File: config.mk
export PLATFORM = sky130hd
export DESIGN_NAME = matmul_requant_fifo
export DESIGN_NICKNAME = d
export VERILOG_FILES = /design/src/rtl/matmul_requant_fifo.sv
export SDC_FILE = /design/constraint.sdc
export NUM_CORES = 2
export LEC_CHECK = 0
export BUFFER_PORTS_ARGS = -buffer_cell sky130_fd_sc_hd__buf_2
export CAP_MARGIN = 20
export CORE_UTILIZATION = 57
export DETAILED_ROUTE_END_ITERATION = 12
export GPL_ROUTABILITY_DRIVEN = 0
export PLACE_DENSITY = 0.84
export SLEW_MARGIN = 10
export SYNTH_ARGS = -nofsm -noshare
export SYNTH_HDL_FRONTEND = slang
export SYNTH_SLANG_ARGS = --single-unit
File: constraint.sdc
create_clock -name CLK -period 8.86 [get_ports CLK]
set_input_delay 2.658 -clock CLK [delete_from_list [all_inputs] [get_ports CLK]]
set_output_delay 2.658 -clock CLK [all_outputs]
set_load 0.02 [all_outputs]
File: src/rtl/matmul_requant_fifo.sv
// Requantisation stage behind the 5x5 systolic array: per-lane bias, rounding shift,
// optional ReLU and int8 saturation, then a valid/ready FIFO carrying a per-frame last marker.
module matmul_requant_fifo #(
    parameter int DEPTH     = 16,
    parameter int FRAME_LEN = 10
) (
    input  logic                   CLK,
    input  logic                   RSTN,
    input  logic [79:0]            RES_i,
    input  logic                   RES_VAL_i,
    input  logic                   RES_OV_i,
    input  logic [79:0]            BIAS_i,
    input  logic [3:0]             SHIFT_i,
    input  logic                   RELU_i,
    input  logic                   CLR_i,
    output logic [39:0]            OUT_o,
    output logic                   OUT_SAT_o,
    output logic                   OUT_LAST_o,
    output logic                   OUT_VAL_o,
    input  logic                   OUT_RDY_i,
    output logic                   DROP_o,
    output logic [$clog2(DEPTH):0] LEVEL_o
);
    localparam int AW = $clog2(DEPTH);
    localparam int CW = (FRAME_LEN > 1) ? $clog2(FRAME_LEN) : 1;
    localparam int EW = 42;

    logic [4:0][16:0]   sum_d, sum_q;
    logic               s1_val_q, s1_ov_q;
    logic [39:0]        row_d, row_q;
    logic [4:0]         clip;
    logic               s2_val_q, s2_sat_q;
    logic signed [17:0] rnd;

    logic [EW-1:0]      mem [DEPTH];
    logic [AW-1:0]      wr_ptr_q, rd_ptr_q, rd_ptr_d;
    logic [AW:0]        level_q, level_d;
    logic [CW-1:0]      cnt_q;
    logic               drop_q;
    logic [39:0]        out_data_q;
    logic               out_sat_q, out_last_q;
    logic               full, pop, push, last;
    logic [EW-1:0]      wdata, head_d;

    genvar gi;

    // S1: 17-bit sum cannot overflow for any 16-bit lane/bias pair.
    generate
        for (gi = 0; gi < 5; gi++) begin : g_s1
            assign sum_d[gi] = {RES_i[79-16*gi], RES_i[79-16*gi -: 16]}
                             + {BIAS_i[79-16*gi], BIAS_i[79-16*gi -: 16]};
        end
    endgenerate

    assign rnd = (SHIFT_i == 4'd0) ? 18'sd0 : (18'sd1 <<< (SHIFT_i - 4'd1));

    generate
        for (gi = 0; gi < 5; gi++) begin : g_s2
            logic signed [17:0] biased;
            logic signed [17:0] shifted;
            logic [7:0]         q8;
            logic               clp;
            always_comb begin
                biased  = $signed({sum_q[gi][16], sum_q[gi]}) + rnd;
                shifted = biased >>> SHIFT_i;
                if (RELU_i && shifted[17]) begin
                    shifted = '0;
                end
                q8  = shifted[7:0];
                clp = 1'b0;
                if (shifted > 18'sd127) begin
                    q8  = 8'h7F;
                    clp = 1'b1;
                end else if (shifted < -18'sd128) begin
                    q8  = 8'h80;
                    clp = 1'b1;
                end
            end
            assign row_d[39-8*gi -: 8] = q8;
            assign clip[gi]            = clp;
        end
    endgenerate

    always_ff @(posedge CLK or negedge RSTN) begin
        if (!RSTN) begin
            s1_val_q <= 1'b0;
            s1_ov_q  <= 1'b0;
            sum_q    <= '0;
            s2_val_q <= 1'b0;
            s2_sat_q <= 1'b0;
            row_q    <= '0;
        end else begin
            s1_val_q <= RES_VAL_i && !CLR_i;
            s1_ov_q  <= RES_OV_i;
            sum_q    <= sum_d;
            s2_val_q <= s1_val_q && !CLR_i;
            s2_sat_q <= (|clip) || s1_ov_q;
            row_q    <= row_d;
        end
    end

    assign full  = (level_q == (AW+1)'(DEPTH));
    assign pop   = OUT_VAL_o && OUT_RDY_i;
    assign push  = s2_val_q && (!full || pop);
    assign last  = (cnt_q == CW'(FRAME_LEN - 1));
    assign wdata = {last, s2_sat_q, row_q};

    // Head register tracks the entry at the next read pointer; a write into an
    // otherwise empty slot is forwarded since the array has not been updated yet.
    always_comb begin
        rd_ptr_d = pop ? rd_ptr_q + AW'(1) : rd_ptr_q;
        level_d  = level_q + (AW+1)'(push) - (AW+1)'(pop);
        head_d   = {out_last_q, out_sat_q, out_data_q};
        if (level_d != '0) begin
            head_d = (push && (wr_ptr_q == rd_ptr_d)) ? wdata : mem[rd_ptr_d];
        end
    end

    always_ff @(posedge CLK) begin
        if (push && !CLR_i) begin
            mem[wr_ptr_q] <= wdata;
        end
    end

    always_ff @(posedge CLK or negedge RSTN) begin
        if (!RSTN) begin
            wr_ptr_q   <= '0;
            rd_ptr_q   <= '0;
            level_q    <= '0;
            cnt_q      <= '0;
            drop_q     <= 1'b0;
            out_data_q <= '0;
            out_sat_q  <= 1'b0;
            out_last_q <= 1'b0;
        end else if (CLR_i) begin
            wr_ptr_q <= '0;
            rd_ptr_q <= '0;
            level_q  <= '0;
            cnt_q    <= '0;
            drop_q   <= 1'b0;
        end else begin
            if (push) begin
                wr_ptr_q <= wr_ptr_q + AW'(1);
            end
            rd_ptr_q <= rd_ptr_d;
            level_q  <= level_d;
            if (s2_val_q) begin
                cnt_q <= last ? '0 : cnt_q + CW'(1);
            end
            if (s2_val_q && !push) begin
                drop_q <= 1'b1;
            end
            {out_last_q, out_sat_q, out_data_q} <= head_d;
        end
    end

    assign OUT_o      = out_data_q;
    assign OUT_SAT_o  = out_sat_q;
    assign OUT_LAST_o = out_last_q;
    assign OUT_VAL_o  = (level_q != '0);
    assign DROP_o     = drop_q;
    assign LEVEL_o    = level_q;

endmodule

==> summary.txt <==
Placement
  • Port buffer count: 219
  • Final HPWL from detailed placement: 70900 µm

Clock network
  • Clk buf depth: 3
  • Cts bufs inserted: 85
  • CTS root buf: clkbuf_16
  • Hold buffer count at CTS: 0
  • CTS sink cnt: 861
  • Setup bufs post-CTS: 0
  • Post_cts resized: 0
  • Clock slew at reported path FFs: 0.06 ns
  • Clk_lat worst skew: 0.65 ns
  • Htree depth: 3
  • CTS tree: built

STA
  • RSZ-0062 raised after global routing: false
  • Final clock period utilization by the worst path: 87.2%
  • Setup_tns: 0 ns
  • Final setup viols: 0
  • Final hold viol count: 0
  • Final min period: 7.72 ns
  • Clk_skew: 0.0317 ns
  • Worst slew margin: 27.7%
  • Final max-slew violation count: 0
  • FMAX: 129 MHz
  • Worst Tran Pin Value: 1.08 ns

Layout
  • Share of layout cells above drive strength 1: 11.7%
  • Layout Utilization: 64.1%
  • Synth-to-layout area growth: 11.1%
  • Final nets: 4813
  • Fillers: 5773
  • Antenna Cells: 0

Flow run
  • Max_cap viols: 0

Yosys
  • Post-Syn Instances: 4362
  • Cell variety after synth: 102
  • Main synth FF type: edfxtp_1
  • Syn avg cell area: 10.5 µm²
  • Sequential-to-total area share from yosys stat: 54.6%
  • Largest family of logic cells by synthesized area: simple AND/OR/NAND/NOR gates
  • Flops & latches, synth: 861
  • Proportion of synthesized area in mux cells: 2.46%
  • Adder-cell area share of the yosys netlist: 5.07%
  • Simple-Gate Fraction of Synth Area: 16.3%
  • Xor/xnor cell area share of the yosys netlist: 2.46%
  • Yosys warnings: 0
  • Ys async rst share: 22.0%
  • Cell Area, Synth: 45600 µm²
  • EDFF count, synth: 672
  • Synth Area in Compound Gates: 15.9%

Power and ir drop
  • Design Power: 13.8 mW
  • Pleak: 19.3 nW
  • Max VDD drop: 0.703 mV
  • Cell Pwr Density: 273 nW/µm²

Routing
  • DR WL/cell: 21.4 µm
  • Initial DRT Pass Iterations: 9
  • DRT Wirelength: 120000 µm
  • Iteration-0 DRC Markers: 4935
  • Vias per cell: 6.42
  • Drc violations: 0
  • Vias: 35.9k
  • ANT nets after route: 0

Floorplan
  • Initial Util: 57.7%
  • Core area: 79000 µm²
  • # rows: 103
  • Width of the die: 285 µm
  • Ports: 220
  • Die area: 81100 µm²
  • Die Y: 285 µm

Setup path
  • Worst Path Max Fanout: 38
  • Kind of end point of the critical path: flip-flop
  • Slowest stage cell, crit path: nor2_1
  • Critical path type: in -> reg
  • Crit path largest cell delay: 0.79 ns
  • Critical-path cell list: buf_4, nand2_1, nor2_1, ha_1, a21o_1, maj3_1, a211o_1, a31oi_1, xnor2_1, nor3_1, a2111oi_2, inv_1, a2111oi_0, a31oi_1, a21o_1, o31ai_1
  • Buf/Inv on CP: 2
  • CP top delay family: compound AO/OA/AOI/OAI gates
  • CP Launch Type: input pin
  • WP data required: 9.37 ns
  • Worst path arrival time: 8.24 ns

GRT
  • First-pass GRT wire length: 183000 µm
  • Grt ovf: 0
  • GRT Overall Usage: 28.7%
  • Largest net degree at the start of global routing: 205
  • Number of global-route vias before repair: 34.0k
  • Initial antenna violation count: 5

Worst hold path
  • Worst hold path class: reg -> reg

Run status
  • Status: complete, no violations
[cell type report]
type / instances / area [µm²] / share of cell area (%)
clock buffers: 102 / 2260 / 4.47
clock inverters: 55 / 624 / 1.23
inverters: 112 / 420 / 0.830
multi-input cells: 3124 / 19400 / 38.3
flip-flops and latches: 861 / 24900 / 49.2
well taps: 1050 / 1310 / 2.59
repair buffers: 284 / 1700 / 3.36
[cell families after synthesis]
logic type | Yosys count
AOI/OAI and AO/OA | 1044
xor gates and xnor gates | 127
adders and majority gates | 179
buffers and inverters | 381
DFF | 861
muxes | 90
other | 1
and+or+nand+nor | 1679
[sequential cells by signal, summed over array words and instances, names as in the netlist]
signal      count
s1_val_q        1
OUT_SAT_o       1
s1_ov_q         1
OUT_o          40
sum_q          85
OUT_LAST_o      1
DROP_o          1
mem           672
wr_ptr_q        4
rd_ptr_q        4
row_q          40
s2_sat_q        1
LEVEL_o         5
cnt_q           4
s2_val_q        1
[worst reg2reg max path, stage by stage, from the launching register on]
cell,delay [ns]
dfrtp_1,0.37
inv_1,0.08
ha_1,0.19
nand4b_1,0.08
inv_1,0.06
nor2_1,0.34
inv_1,0.20
ha_1,0.31
inv_1,0.06
ha_1,0.15
inv_1,0.05
fa_1,0.40
inv_1,0.07
a21oi_1,0.06
nor2_1,0.09
nor2_1,0.06
xnor2_1,0.13
and4b_1,0.25
a21oi_4,0.78
buf_4,0.53
nor2_1,0.11
a21oi_1,0.15
[routing by layer]
layer  share of wire [%]  global-route usage (%)
met1                  37                    36.8
met5               0.033                       0
met3                  11                    5.26
met2                  47                    47.2
met4                 4.9                    14.1
[cell usage in the layout (no fill, tap or decap), types with 15 or more instances in the layout]
cell | netlist | layout
o21a_1 | 25 | 25
nand4_1 | 20 | 20
a31oi_1 | 74 | 74
nand3_1 | 214 | 214
clkbuf_16 | 0 | 86
mux2i_1 | 53 | 52
and3_1 | 96 | 96
buf_2 | 5 | 216
nor2_1 | 286 | 280
o211ai_1 | 27 | 27
mux2_2 | 21 | 20
o21ai_0 | 159 | 159
dfrtp_1 | 189 | 189
ha_1 | 163 | 163
clkinv_2 | 0 | 18
mux4_2 | 15 | 15
a311oi_1 | 132 | 132
o31ai_1 | 19 | 19
a21o_1 | 50 | 50
buf_4 | 2 | 58
xor2_1 | 31 | 28
inv_1 | 109 | 108
nand2_1 | 864 | 864
o31a_1 | 16 | 16
edfxtp_1 | 672 | 672
and2_1 | 22 | 22
nor2b_1 | 25 | 25
a21boi_0 | 21 | 21
nor3_1 | 51 | 46
a211oi_1 | 99 | 99
xnor2_1 | 95 | 94
a21oi_1 | 247 | 246
nand2b_1 | 26 | 26
[metrics by stage]
stage	std cells	hold slack (ns)	instance area (µm²)	worst slack, ns
5_1_grt	5588	0.520	50700	0.857
4_1_cts	5586	0.493	50600	1.37
6_report	5588	0.487	50700	1.14
3_5_place_dp	5429	0.478	47700	0.770
3_3_place_gp	5429	0.445	47700	0.910
2_1_floorplan	4366	0.439	45600	0.443
[cell usage after synthesis (all sizes together) (22+ instances only)]
master,count,area share [%]
a311oi,132,2.5
mux2,22,0.55
a211oi,104,1.8
a31oi,74,1.0
dfrtp,189,10
nand3,214,2.3
xor2,32,0.63
a21o,50,0.82
and2,23,0.32
clkbuf,224,1.8
inv,110,0.91
buf,45,0.45
o21a,25,0.41
xnor2,95,1.8
nor2b,25,0.34
edfxtp,672,44
nor3,51,0.56
o211ai,27,0.44
mux2i,53,1.2
a21boi,22,0.37
o21ai,168,1.9
ha,163,4.5
nor2,286,2.4
nand2b,26,0.36
o31ai,24,0.49
nand2,864,7.1
and3,96,1.3
a21oi,248,2.7
[power by group]
group / leakage, nW / switching (mW) / internal, mW
logic: 9.77 / 3.28 / 1.71
clock network: 1.39 / 1.55 / 2.13
registers: 8.11 / 0.364 / 4.80
[final timing paths]
check                                start         to  slack [ns]  cells after the start
worst min register to register      DROP_o     DROP_o        0.49                      2
worst min-delay path                DROP_o     DROP_o        0.49                      2
max in group asynchronous             RSTN  sum_q[40]        5.44                      2
worst max-delay path            SHIFT_i[1]   row_q[9]        1.14                     16
worst max register to register  LEVEL_o[3]  OUT_o[17]        4.25                     21
min in group asynchronous             RSTN   cnt_q[0]        2.01                      1
No activity file was read; power rests on OpenSTA's default activity.
